**src/rtl/fifo_wr_arbiter.sv**
```systemverilog
// Round-robin arbiter sharing one FIFO write port among NREQ requesters,
// granting bursts of up to MAX_BURST words and throttling on full/almost_full.
module fifo_wr_arbiter #(
  parameter int WIDTH     = 8,
  parameter int NREQ      = 4,
  parameter int MAX_BURST = 4,
  parameter int CNT_W     = 16
) (
  input  logic                      wr_clk,
  input  logic                      rstn,
  input  logic [NREQ-1:0]           req_valid,
  input  logic [NREQ*WIDTH-1:0]     req_data,
  output logic [NREQ-1:0]           req_ready,
  input  logic                      fifo_full,
  input  logic                      fifo_almost_full,
  output logic                      fifo_wr_en,
  output logic [WIDTH-1:0]          fifo_wr_data,
  output logic [$clog2(NREQ)-1:0]   grant_id,
  output logic                      busy,
  output logic [CNT_W-1:0]          word_count
);

  localparam int GW = $clog2(NREQ);
  localparam int BW = $clog2(MAX_BURST + 1);

  typedef enum logic {
    IDLE  = 1'b0,
    BURST = 1'b1
  } state_e;

  state_e           state_q;
  logic             busy_q;
  logic [GW-1:0]    grant_q;
  logic [GW-1:0]    ptr_q;
  logic [BW-1:0]    beat_q;
  logic [CNT_W-1:0] count_q;

  logic [GW-1:0]    winner_d;
  logic [GW-1:0]    idx_s;
  logic             found_s;
  logic             can_grant_s;
  logic             grant_valid_s;
  logic             accept_s;
  logic             last_beat_s;

  // Round-robin search: first valid requester strictly after the pointer.
  always_comb begin
    winner_d = '0;
    idx_s    = '0;
    found_s  = 1'b0;
    for (int k = 1; k <= NREQ; k++) begin
      idx_s = GW'((int'(ptr_q) + k) % NREQ);
      if (!found_s && req_valid[idx_s]) begin
        found_s  = 1'b1;
        winner_d = idx_s;
      end else begin
        found_s  = found_s;
      end
    end
    can_grant_s = (|req_valid) && !fifo_full && !fifo_almost_full;
  end

  // Write-port steering is combinational so an accepted word reaches the FIFO the same cycle.
  always_comb begin
    grant_valid_s = req_valid[grant_q];
    accept_s      = (state_q == BURST) && grant_valid_s && !fifo_full;
    last_beat_s   = (beat_q == BW'(MAX_BURST - 1));
    fifo_wr_en    = accept_s;
    fifo_wr_data  = '0;
    req_ready     = '0;
    for (int i = 0; i < NREQ; i++) begin
      if (grant_q == GW'(i)) begin
        fifo_wr_data = req_data[i*WIDTH +: WIDTH];
        req_ready[i] = (state_q == BURST) && !fifo_full;
      end else begin
        req_ready[i] = 1'b0;
      end
    end
  end

  // Grant/burst state machine; ptr starts at NREQ-1 so requester 0 wins first.
  always_ff @(posedge wr_clk or negedge rstn) begin
    if (!rstn) begin
      state_q <= IDLE;
      busy_q  <= 1'b0;
      grant_q <= '0;
      ptr_q   <= GW'(NREQ - 1);
      beat_q  <= '0;
      count_q <= '0;
    end else begin
      case (state_q)
        IDLE: begin
          if (can_grant_s) begin
            state_q <= BURST;
            busy_q  <= 1'b1;
            grant_q <= winner_d;
            ptr_q   <= winner_d;
            beat_q  <= '0;
          end else begin
            state_q <= IDLE;
            busy_q  <= 1'b0;
          end
        end
        BURST: begin
          if (accept_s) begin
            beat_q <= beat_q + BW'(1);
            if (count_q != {CNT_W{1'b1}}) begin
              count_q <= count_q + CNT_W'(1);
            end else begin
              count_q <= count_q;
            end
          end else begin
            beat_q <= beat_q;
          end
          // A dropped valid ends the burst; the pointer already sits on this requester.
          if ((accept_s && last_beat_s) || !grant_valid_s) begin
            state_q <= IDLE;
            busy_q  <= 1'b0;
          end else begin
            state_q <= BURST;
            busy_q  <= 1'b1;
          end
        end
        default: begin
          state_q <= IDLE;
          busy_q  <= 1'b0;
        end
      endcase
    end
  end

  assign grant_id   = grant_q;
  assign busy       = busy_q;
  assign word_count = count_q;

endmodule
```
**config.mk**
```make
export PLATFORM = sky130hd
export DESIGN_NAME = fifo_wr_arbiter
export DESIGN_NICKNAME = d
export VERILOG_FILES = /design/src/rtl/fifo_wr_arbiter.sv
export SDC_FILE = /design/constraint.sdc
export NUM_CORES = 1
export LEC_CHECK = 0
export ABC_AREA = 1
export BUFFER_PORTS_ARGS = -buffer_cell sky130_fd_sc_hd__buf_2
export CAP_MARGIN = 20
export CORE_ASPECT_RATIO = 0.9
export CORE_MARGIN = 3
export CORE_UTILIZATION = 44
export DETAILED_ROUTE_END_ITERATION = 8
export GPL_ROUTABILITY_DRIVEN = 0
export HOLD_SLACK_MARGIN = 0.02
export PLACE_DENSITY = 0.76
export SLEW_MARGIN = 5
export SYNTH_ARGS = -nofsm -noshare
export SYNTH_HDL_FRONTEND = slang
export SYNTH_SLANG_ARGS = --single-unit
```
**constraint.sdc**
```tcl
create_clock -name wr_clk -period 1.42 [get_ports wr_clk]
set_input_delay 0 -clock wr_clk [delete_from_list [all_inputs] [get_ports wr_clk]]
set_output_delay 0 -clock wr_clk [all_outputs]
set_load 0.05 [all_outputs]
```
Word-level counts from Yosys, hierarchy flattened
Index checks and enable logic that the tools add are counted.
W data, S select, Z words.
{"block": "totals", "register_bits": 24, "latchBits": 0, "ram_bits": 0, "rom_bits": 0, "in_bits": 40, "wordCells": 76, "n_memories": 0}
{"block": "classes", "addsub": 6, "n_mul": 0, "div": 0, "n_lt_le_gt_ge": 5, "eq_ne": 7, "n_shift": 0, "n_mux": 31, "bitwise_logic": 1, "n_reduce_logical": 21}
{"cell": "$mux W8", "n": 4}
{"cell": "$add A16 B1 Y16 const B", "n": 1}
{"cell": "$ne A16 B16 Y1 const B", "n": 1}
{"cell": "$lt A2 B3 Y1 const B", "n": 5}
{"cell": "$mux W1", "n": 14}
{"cell": "$bmux W1 S2", "n": 5}
{"cell": "$logic_and A1 B1 Y1", "n": 9}
{"cell": "$mux W2", "n": 4}
{"cell": "$logic_not A1 Y1", "n": 6}
{"cell": "$mux W3", "n": 2}
{"cell": "$pmux W3 S2", "n": 1}
{"cell": "$add A2 B1 Y2 const B", "n": 2}
{"cell": "$add A2 B2 Y2 const B", "n": 2}
{"cell": "$eq A2 B2 Y1 const B", "n": 2}
{"cell": "$reduce_and A2 Y1", "n": 2}
{"cell": "$reduce_or A4 Y1", "n": 1}
{"cell": "$add A3 B1 Y3 const B", "n": 1}
{"cell": "$eq A3 B2 Y1 const B", "n": 1}
{"cell": "$reduce_and A3 Y1", "n": 1}
{"cell": "$eq A2 B1 Y1 const B", "n": 1}
{"cell": "$logic_not A2 Y1", "n": 1}
{"cell": "$ne A2 B1 Y1 const B", "n": 1}
{"cell": "$ne A2 B2 Y1 const B", "n": 1}
{"cell": "$pmux W1 S2", "n": 1}
{"cell": "other kinds (2)", "n": 2}

Logic depth before layout (Yosys ltp)
Gate-level depths: netlist (run 1).
{"block": "depth", "ltp_word": 13, "mapped_depth": 12}

Worst setup path after synthesis (run 1)
Ideal clock, no wire load.
{"block": "synth_timing", "kind": "reg-to-output", "start": "register, netlist name busy", "end": "output port req_ready[0]", "arrival_ps": 2070, "required_time_ps": 1420, "slack_ps": -650, "path_stages_with_launch": 5, "path_buffers": 0, "cell_sequence": "dfrtp_1 > inv_1 > nor2_1 > inv_1 > nor3_1"}
{"element": "end, declared", "line_no": "13", "rtl": "output logic [NREQ-1:0] req_ready,"}

Worst setup path after layout (run 1)
{"block": "layout_timing", "start": "register ptr_q[0]", "end": "register grant_q[0] (netlist: grant_id[0])"}
{"block": "layout_via", "elab_chain_len": 13}
{"element": "start, declared", "line_no": "34", "rtl": "logic [GW-1:0] ptr_q;"}
{"element": "start signal, assigned", "line_no": "87", "rtl": "ptr_q <= GW'(NREQ - 1);"}
{"element": "start signal, assigned", "line_no": "97", "rtl": "ptr_q <= winner_d;"}
{"element": "$add A2 B1 Y2", "line_no": "52", "rtl": "idx_s = GW'((int'(ptr_q) + k) % NREQ);"}
{"element": "$bmux W1 S2", "line_no": "53", "rtl": "if (!found_s && req_valid[idx_s]) begin"}
{"element": "$mux W1 (implied by the code)", "line_no": "53"}
{"element": "$mux W1", "line_no": "53"}
{"element": "$logic_not A1 Y1", "line_no": "53"}
{"element": "$logic_and A1 B1 Y1", "line_no": "53"}
{"element": "$mux W1", "line_no": "53"}
{"element": "$logic_not A1 Y1", "line_no": "53"}
{"element": "$logic_and A1 B1 Y1", "line_no": "53"}
{"element": "$mux W1", "line_no": "53"}
{"element": "$logic_not A1 Y1", "line_no": "53"}
{"element": "$logic_and A1 B1 Y1", "line_no": "53"}
{"element": "$mux W2 *", "line_no": "53"}
{"element": "end signal, assigned", "line_no": "96", "rtl": "grant_q <= winner_d;"}
{"element": "end, declared", "line_no": "33", "rtl": "logic [GW-1:0] grant_q;"}
Mark *: on every way between the ends. The rest lies on a longest branch, timed or not. The select of a mux whose other input is x is not followed.
A chain may end at the register's enable or synchronous reset.

==> results of run 1 <==
## layout make-up
class | count | share of cell area (%)
clock buffer | 4 | 1.80
multi-input combinational | 221 | 42.2
tap | 46 | 1.88
sequential | 24 | 19.9
timing repair buffer | 130 | 30.9
inverter | 23 | 3.31
## state kept, by name, indices dropped and copies added, names as in the netlist
| signal | flops |
|---|---|
| busy | 1 |
| grant_id | 2 |
| ptr_q | 2 |
| beat_q | 3 |
| word_count | 16 |
## kinds of logic (layout without fill, tap and decap cells)
family,Yosys count,in the layout
simple gates,192,192
buf+inv,29,157
flops,24,24
xor+xnor,14,14
compound gates,12,12
fa+ha+maj,3,3
## synth_stat cells, types with 4 or more instances
cell type / number / area, um^2
nand2_1: 130 / 488
dfrtp_1: 22 / 551
inv_1: 18 / 67.6
nand3_1: 16 / 80.1
nand4_1: 14 / 87.6
nor2_1: 13 / 48.8
xnor2_1: 9 / 78.8
nor3_1: 8 / 40.0
o21ai_0: 8 / 40.0
xor2_1: 5 / 43.8
inv_2: 4 / 15.0
nand2_2: 4 / 25.0
## power groups by stage
stage          combinational [W]  sequential [W]  clock [W]
2_1_floorplan            0.00189         0.00128          0
3_3_place_gp             0.00297         0.00104          0
3_5_place_dp             0.00302         0.00105          0
4_1_cts                  0.00381         0.00104   0.000480
5_1_grt                  0.00469         0.00108   0.000518
6_report                 0.00448         0.00106   0.000470
## placed cells by master (no fill, tap or decap), types with 2 or more instances in the layout
cell type	n
nor3_4	2
nand3b_1	3
buf_2	58
nor2_1	9
inv_2	5
xor2_1	5
ha_1	2
nand4_1	14
buf_6	19
inv_1	14
buf_4	48
buf_8	2
dfstp_2	2
o21ai_0	4
clkbuf_8	4
nand3_1	13
dfrtp_1	17
nand3_2	3
xnor2_1	9
o21ai_1	3
buf_12	2
dfrtp_2	5
nor2_4	6
a22oi_2	2
nor3_1	5
nand2_1	106
nand2_4	15
nand2_2	14
inv_4	3
## worst max path at each step
stage / start / end / slack (ns) / cells past startpoint
2_1_floorplan: grant_id[0] / word_count[7] / -0.36 / 12
3_3_place_gp: ptr_q[0] / grant_id[0] / -0.09 / 11
3_5_place_dp: ptr_q[0] / grant_id[0] / -0.16 / 9
4_1_cts: grant_id[0] / fifo_wr_en / -0.14 / 8
5_1_grt: ptr_q[0] / grant_id[0] / -0.29 / 11
6_report: ptr_q[0] / grant_id[0] / -0.28 / 11
## critical path, cell delays in order, from the launching register on
cell and delay, ns:
dfstp_2 0.61, inv_4 0.09, nand2_1 0.14, nand2_4 0.09, nand2_4 0.09, nand2_4 0.07
nor2_4 0.11, nand2_1 0.09, nand3_1 0.10, nand2_1 0.07, nand2_2 0.08, nand2_1 0.06
## per-layer routing
| metal | up-vias | routed length [um] | track usage (%) |
|---|---|---|---|
| li1 | 1134 | - | - |
| met1 | 1133 | 2650 | 28.9 |
| met2 | 104 | 3710 | 49.3 |
| met3 | 41 | 323 | 4.52 |
| met4 | 0 | 364 | 8.60 |
| met5 | - | 0 | 0 |
## through the flow
step | setup TNS [ns] | power (W)
2_1_floorplan | -6.09 | 0.00317
3_3_place_gp | -0.673 | 0.00400
3_5_place_dp | -1.31 | 0.00407
4_1_cts | -0.706 | 0.00533
5_1_grt | -6.10 | 0.00628
6_report | -3.75 | 0.00601
## repair_timing
| action | in CTS | in global routing |
|---|---|---|
| pin swaps | 19 | 24 |
| hold endpoints to repair | 22 | 0 |
| cloned | 0 | 0 |
| endpoints found under the setup margin | 34 | 37 |
| buffers inserted | 16 | 7 |
| hold buffers | 1 | 0 |
| resized for setup | 59 | 37 |
==> metrics.cfg, run 1 <==
[clock_tree]
cts_made_buffers=3
clock_sinks=24
insertion_delay_ns=0.27
clk_pin_slew_worst_paths_ns=0.09
htreeDepth=1
root_buffer=clkbuf_8
clock_path_buffers=2
cts_tree=yes

[status]
outcome=complete, but fails checks
violations=negative setup slack

[global_routing]
track_usage_pct=26.1
grt_pass1_wl_um=10100
grt_pass1_vias=2301
overflow=0
grt_start_max_net_pins=25
antenna_found_initial=0

[pwr]
pwr-share-comb_pct=74.6
p_sw_w=0.00313
ir_drop_v=0.00174
p_leak_nw=1.64
netSwitchingFraction_pct=52.1
pwr-share-seq_pct=17.6
clkPwrFrac_pct=7.8
p_int_w=0.00288
p_per_area_mw_per_mm2=1970

[place]
place_ws_ns=-0.159
place_inst=422
dp_hpwl_um=4120
portBuffers=71
dpl_cell_area_mm2=0.00252

[sta]
relSlewSlack_pct=63.1
drv_slew=0
tightest_slew_ns=0.553
clock_skew_ns=0.00370
final.min_clock_period_ns=1.70
fmax_mhz=589
rsz0062_at_grt=yes
hold_violations=0
min_period_over_period_pct=120
holdWs_ns=0.179
setup_viol=34
worst_slack_ns=-0.278

[critical_path]
cp-end-kind=register
cp.arrival_ns=1.86
rr_endpoint=grant_id[0]
crit_type=reg2reg
worstSetupStartpointType=register
worstPathRequired_ns=1.59
r2r-start=ptr_q[0]
reg2reg_depth=11
crit_fanout=8
reg2reg_slack_ns=-0.28

[floorplan]
rows=21
io_pins=72
start_util_pct=47.4
die_h_um=67.0
dieWidth_um=73.7
dieArea_mm2=0.00494
coreArea_mm2=0.00384

[synthesis]
synth_area_per_cell_um2=6.63
yosysUniqueCellTypes=26
async_flop_share_pct=100
synth_edf_count=0
synth-compound-area-share_pct=4.27
synth_cells=274
synth-simple-area-share_pct=45.5
synth.area.mux_share_pct=0
yosys.area_share.adder_pct=2.07
synth_top_family_by_area=simple AND/OR/NAND/NOR gates
synth_xor_area_share_pct=6.75
synthFlopType=dfrtp_1
yosys_warnings=0
syn_nets=317
seq_area_frac_synth_pct=33.2
syn_area_mm2=0.00182
synth_seq_cells=24

[cells_and_area]
finalNonFillerCells=448
multiInputGateArea_mm2=0.00129
insertedDiodeCount=0
layout.nets=446
drive_gt1_share_pct=48.8
final.fill_count=254
regArea_um2=609
fin_util_pct=79.7
area_delta_synth_final_pct=68.3
stdcell_area_mm2=0.00306

[worst_hold_path]
min_from=fifo_full
whs_endpoint=beat_q[1]
hp-class=in2reg
worstHoldPathCells=5

[detailed_routing]
dr.pass1.iters=4
wire_per_inst_um=15.7
drtIter0Drc=104
drt-total-wl_um=7040
vias=2412
ant_nets=0
drcViolationCount=0
avgViaCountPerCell=5.38

[flow_run]
cap_violations=0

(Power assumes the default switching activity.)
==> run 2: changes to the inputs <==
==> constraint.sdc (replaced) <==
create_clock -name wr_clk -period 1.42 [get_ports wr_clk]
set_input_delay 0 -clock wr_clk [delete_from_list [all_inputs] [get_ports wr_clk]]
set_output_delay 0 -clock wr_clk [all_outputs]
set_load 0.1 [all_outputs]
==> run 2 against run 1 <==
  * Critical path depth stayed put
  * Final area is 9.1% higher
  * Clock skew is 0.0026 ns higher
  * Global-route usage is 2.0 points higher
  * Flip-flop and latch count stayed put
  * Combinational power is 30% higher
  * Cell count is 1.8% lower
  * The flow still finishes with violations (negative setup slack)
  * Die area stayed put
==> metrics.cfg, run 2 (synthesis results as in run 1) <==
[critical_path]
cp_top_family=simple AND/OR/NAND/NOR gates
reg2reg_slack_ns=-0.36
crit_type=reg2reg
r2r-start=grant_id[0]
worstSetupStartpointType=register
rr_endpoint=word_count[8]
cp_cell_sequence=nand2_4, inv_4, a22oi_2, nand2_2, nand2_4, inv_12, buf_12, nand2_8, clkbuf_16, nand2_1, nand2_1
crit_fanout=6
worstPathRequired_ns=1.63
max_stage_delay_ns=0.56
crit_buf_inv=4
cp_slowest_cell=dfrtp_4
cp.arrival_ns=1.98
cp-end-kind=register
reg2reg_depth=11

[status]
violations=negative setup slack
outcome=complete, but fails checks

[cells_and_area]
final_common_cell=nand2_1
most-common-layout-cells=nand2_1 (88), buf_2 (56), buf_4 (38)
drive_gt1_share_pct=56.1
final.fill_count=190
area_delta_synth_final_pct=83.6
insertedDiodeCount=0
layout.nets=438
largest_register_ffs=16

[detailed_routing]
dr.pass1.iters=5
ant_nets=0
vias=2515
wire_per_inst_um=18.4
drcViolationCount=0
drtIter0Drc=166
avgViaCountPerCell=5.72
drt-total-wl_um=8110

[pwr]
ir_drop_v=0.00197
p_per_area_mw_per_mm2=2230
p_leak_nw=1.68

[sta]
tightest_slew_ns=0.548
min_period_over_period_pct=125
drv_slew=0
worst_slack_ns=-0.358
hold_violations=0
final.min_clock_period_ns=1.78
relSlewSlack_pct=63.5
setup_viol=37
rsz0062_at_grt=yes
clock_skew_ns=0.00633
holdWs_ns=0.272
setup_tns_ns=-8.91
fmax_mhz=563

[clock_tree]
clock_path_buffers=2
insertion_delay_ns=0.27
clk_pin_slew_worst_paths_ns=0.09
cts_made_buffers=3
cts_tree=yes
root_buffer=clkbuf_8
htreeDepth=1
clock_sinks=24

[floorplan]
start_util_pct=47.4
io_pins=72
dieArea_mm2=0.00494
die_h_um=67.0
rows=21
coreArea_mm2=0.00384
dieWidth_um=73.7

[global_routing]
track_usage_pct=28.1
antenna_found_initial=0
grt_start_max_net_pins=25
grt_pass1_wl_um=10600
grt_pass1_vias=2286
overflow=0

[worst_hold_path]
hp-class=in2async

[flow_run]
cap_violations=0

[place]
dp_hpwl_um=4310
portBuffers=71

[run 2: routing by layer]
layer / up-vias / track usage (%) / wire length [um] / part of all wire, %
li1: 1114 / - / - / -
met1: 1181 / 35.2 / 2930 / 36
met2: 178 / 48.8 / 4050 / 50
met3: 42 / 4.22 / 776 / 9.6
met4: 0 / 9.28 / 353 / 4.4
met5: - / 0 / 0 / 0
[run 2: timing repair]
action | 4_1_cts | 5_1_grt
buffers inserted | 9 | 9
gates resized for setup | 64 | 38
gates cloned | 2 | 1
pin swaps | 29 | 26
endpoints found under the hold margin | 22 | 0
hold buffers | 1 | 0
setup endpoints to repair | 33 | 37
[run 2: final cells by class]
class                           count  area, um^2  area share, %
Clock buffer                        4        55.1           1.65
Tap cell                           46        57.6           1.73
Sequential cell                    24         631           18.9
Multi-Input combinational cell    221        1420           42.4
Timing Repair Buffer              122        1060           31.7
Inverter                           23         119           3.56
[run 2: how the worst max path moves through the flow]
stage	cells past startpoint	end	start
global route	11	word_count[8]	grant_id[0]
floorplan	11	word_count[3]	grant_id[0]
global placement	9	grant_id[0]	ptr_q[0]
CTS	8	fifo_wr_en	grant_id[0]
detailed placement	11	grant_id[0]	ptr_q[0]
finish	11	word_count[8]	grant_id[0]
[run 2: where the power goes]
group	switching [W]	total (W)	internal, W
Clock	0.000221	0.000469	0.000248
Sequential	0.000244	0.00112	0.000873
Combinational	0.00375	0.00584	0.00209
Total	0.00422	0.00743	0.00321
[run 2: through the flow]
step	utilization (%)	worst slack, ns	cells	area, um^2	power (W)
floorplan	-	-0.516	274	1950	0.00424
finish	87.0	-0.358	440	3340	0.00743
detailed placement	71.0	-0.127	415	2720	0.00570
global placement	71.0	-0.0617	415	2720	0.00564
global route	87.0	-0.419	440	3340	0.00769
CTS	81.1	-0.203	431	3110	0.00679
==> run 3: changes to the inputs <==
--- a/config.mk
+++ b/config.mk
@@ -6,7 +6,7 @@
 export NUM_CORES = 1
 export LEC_CHECK = 0
 export ABC_AREA = 1
-export BUFFER_PORTS_ARGS = -buffer_cell sky130_fd_sc_hd__buf_2
+export BUFFER_PORTS_ARGS = -buffer_cell sky130_fd_sc_hd__buf_4
 export CAP_MARGIN = 20
 export CORE_ASPECT_RATIO = 0.9
 export CORE_MARGIN = 3
==> run 3 against run 2 <==
  * The run still ends with negative setup slack left
  * Worst setup slack gained 0.089 ns
  * Cell count down 0.68%
  * Clock-buffer cell count decreased by 1
  * Via count is 9.6% lower
  * Clock power increased by 27%
  * Largest power group unchanged
==> metrics.cfg, run 3 (synthesis results as in run 1) <==
[clock_tree]
cts_tree=yes
root_buffer=clkbuf_8
insertion_delay_ns=0.27
htreeDepth=1
clock_path_buffers=2
cts_made_buffers=3
clk_pin_slew_worst_paths_ns=0.09
clock_sinks=24

[critical_path]
worstPathRequired_ns=1.56
setup.worst_path.start=grant_id[0]
reg2reg_depth=10
cp_slowest_cell=dfrtp_4
crit_end=beat_q[2]
cpMostUsedCell=nand2_4
cp.depth=10
rr_endpoint=beat_q[2]
cp-end-kind=register
crit_buf_inv=3
r2r-start=grant_id[0]
worstSetupStartpointType=register
reg2reg_slack_ns=-0.27
cp.arrival_ns=1.83
max_stage_delay_ns=0.55
cp_cell_sequence=nand2_4, inv_4, a22oi_2, nand2_2, nand2_4, buf_4, buf_6, nand2_4, nand2_1, o21ai_0
crit_type=reg2reg
crit_fanout=6
cp_top_family=flip-flops

[global_routing]
grt_pass1_vias=2155
use_met3_pct=4.98
use_met2_pct=45.2
antenna_found_initial=0
busiest_layer=met2
overflow=0
grt_pass1_wl_um=9890
grt_util_met1_pct=32.5
grt_start_max_net_pins=25
track_usage_pct=25.6

[worst_hold_path]
hp-class=in2async

[place]
portBuffers=71
dp_hpwl_um=4380
dpl_cell_area_mm2=0.00272
place_ws_ns=-0.156

[detailed_routing]
drcViolationCount=0
drtIter0Drc=119
vias=2274
wire_per_inst_um=15.5
drt-total-wl_um=6790
dr.pass1.iters=4
ant_nets=0
avgViaCountPerCell=5.20

[sta]
final.min_clock_period_ns=1.69
rsz0062_at_grt=yes
clock_skew_ns=0.00483
drv_slew=0
min_period_over_period_pct=119
tightest_slew_ns=0.344
worst_slack_ns=-0.269
relSlewSlack_pct=76.9
fmax_mhz=592
setup_viol=36
hold_violations=0

[cells_and_area]
stdcell_area_mm2=0.00328
final_common_cell=buf_4
drive_gt1_share_pct=53.7
final.fill_count=214
fin_util_pct=85.4
most-common-layout-cells=buf_4 (93), nand2_1 (92), nand2_2 (31)
largest_register_ffs=16
layout.nets=435
area_delta_synth_final_pct=80.4
insertedDiodeCount=0

[pwr]
ir_drop_v=0.00190
p_per_area_mw_per_mm2=2190
p_leak_nw=1.63

[floorplan]
dieArea_mm2=0.00494
rows=21
die_h_um=67.0
dieWidth_um=73.7
io_pins=72
start_util_pct=47.4
coreArea_mm2=0.00384

[status]
violations=negative setup slack
outcome=complete, but fails checks

[flow_run]
cap_violations=0

run 3: cell count changes in the layout (fill, tap and decap cells not counted), moves of 2 or more:
| cell | before | now |
|---|---|---|
| buf_12 | 16 | 9 |
| buf_16 | 2 | 0 |
| buf_2 | 56 | 0 |
| buf_4 | 38 | 93 |
| buf_6 | 6 | 11 |
| buf_8 | 0 | 5 |
| clkbuf_4 | 2 | 0 |
| nand2_1 | 88 | 92 |
| nand2_2 | 23 | 31 |
| nand2_4 | 22 | 12 |
| nand2_8 | 2 | 0 |
run 3: worst register-to-register path, cell delays in order, from the launching register on:
cell and delay (ns):
dfrtp_4 0.55, nand2_4 0.11, inv_4 0.03, a22oi_2 0.17
nand2_2 0.11, nand2_4 0.14, buf_4 0.13, buf_6 0.09
nand2_4 0.06, nand2_1 0.09, o21ai_0 0.09
run 3: power breakdown:
part,internal (W),switching (W),leakage [nW]
Clock,0.000377,0.000220,0.0357
Sequential,0.000872,0.000210,0.296
Combinational,0.00192,0.00358,1.30
run 3: timing repair:
action / in CTS / in global routing
endpoints found under the setup margin: 35 / 36
endpoints found under the hold margin: 24 / 0
setup buffers: 8 / 6
gates cloned: 0 / 0
resized for setup: 55 / 57
hold buffers: 1 / 0
pin swaps: 15 / 33
run 3: worst min path at each step:
stage                           endpoint  start
final                          beat_q[2]   rstn
after global routing       word_count[7]   rstn
after CTS                  word_count[7]   rstn
after detailed placement  word_count[15]   rstn
after global placement    word_count[15]   rstn
after floorplan                beat_q[0]   rstn
run 3: final cells by class:
class | count | area, um^2 | area share (%)
multi-input combinational | 221 | 1320 | 40.1
tap | 46 | 57.6 | 1.76
clock buffer | 3 | 41.3 | 1.26
clock inverter | 1 | 30.0 | 0.916
inverter | 23 | 116 | 3.55
timing repair buffer | 119 | 1090 | 33.2
sequential | 24 | 629 | 19.2
run 3: per-layer routing:
layer	vias up	share of wire (%)	routed length, um
li1	1106	-	-
met1	1066	41	2790
met2	90	50	3380
met3	12	7.1	483
met4	0	2.0	139
met5	-	0	0
run 3: stage by stage:
| step | total power, W | setup TNS, ns | cells | hold WS (ns) |
|---|---|---|---|---|
| floorplan | 0.00424 | -13.34 | 274 | -0.296 |
| global placement | 0.00522 | -0.968 | 419 | -0.0858 |
| detailed placement | 0.00530 | -2.39 | 419 | -0.0831 |
| CTS | 0.00652 | -4.04 | 431 | 0.165 |
| global route | 0.00752 | -7.45 | 437 | 0.189 |
| finish | 0.00718 | -4.99 | 437 | 0.173 |
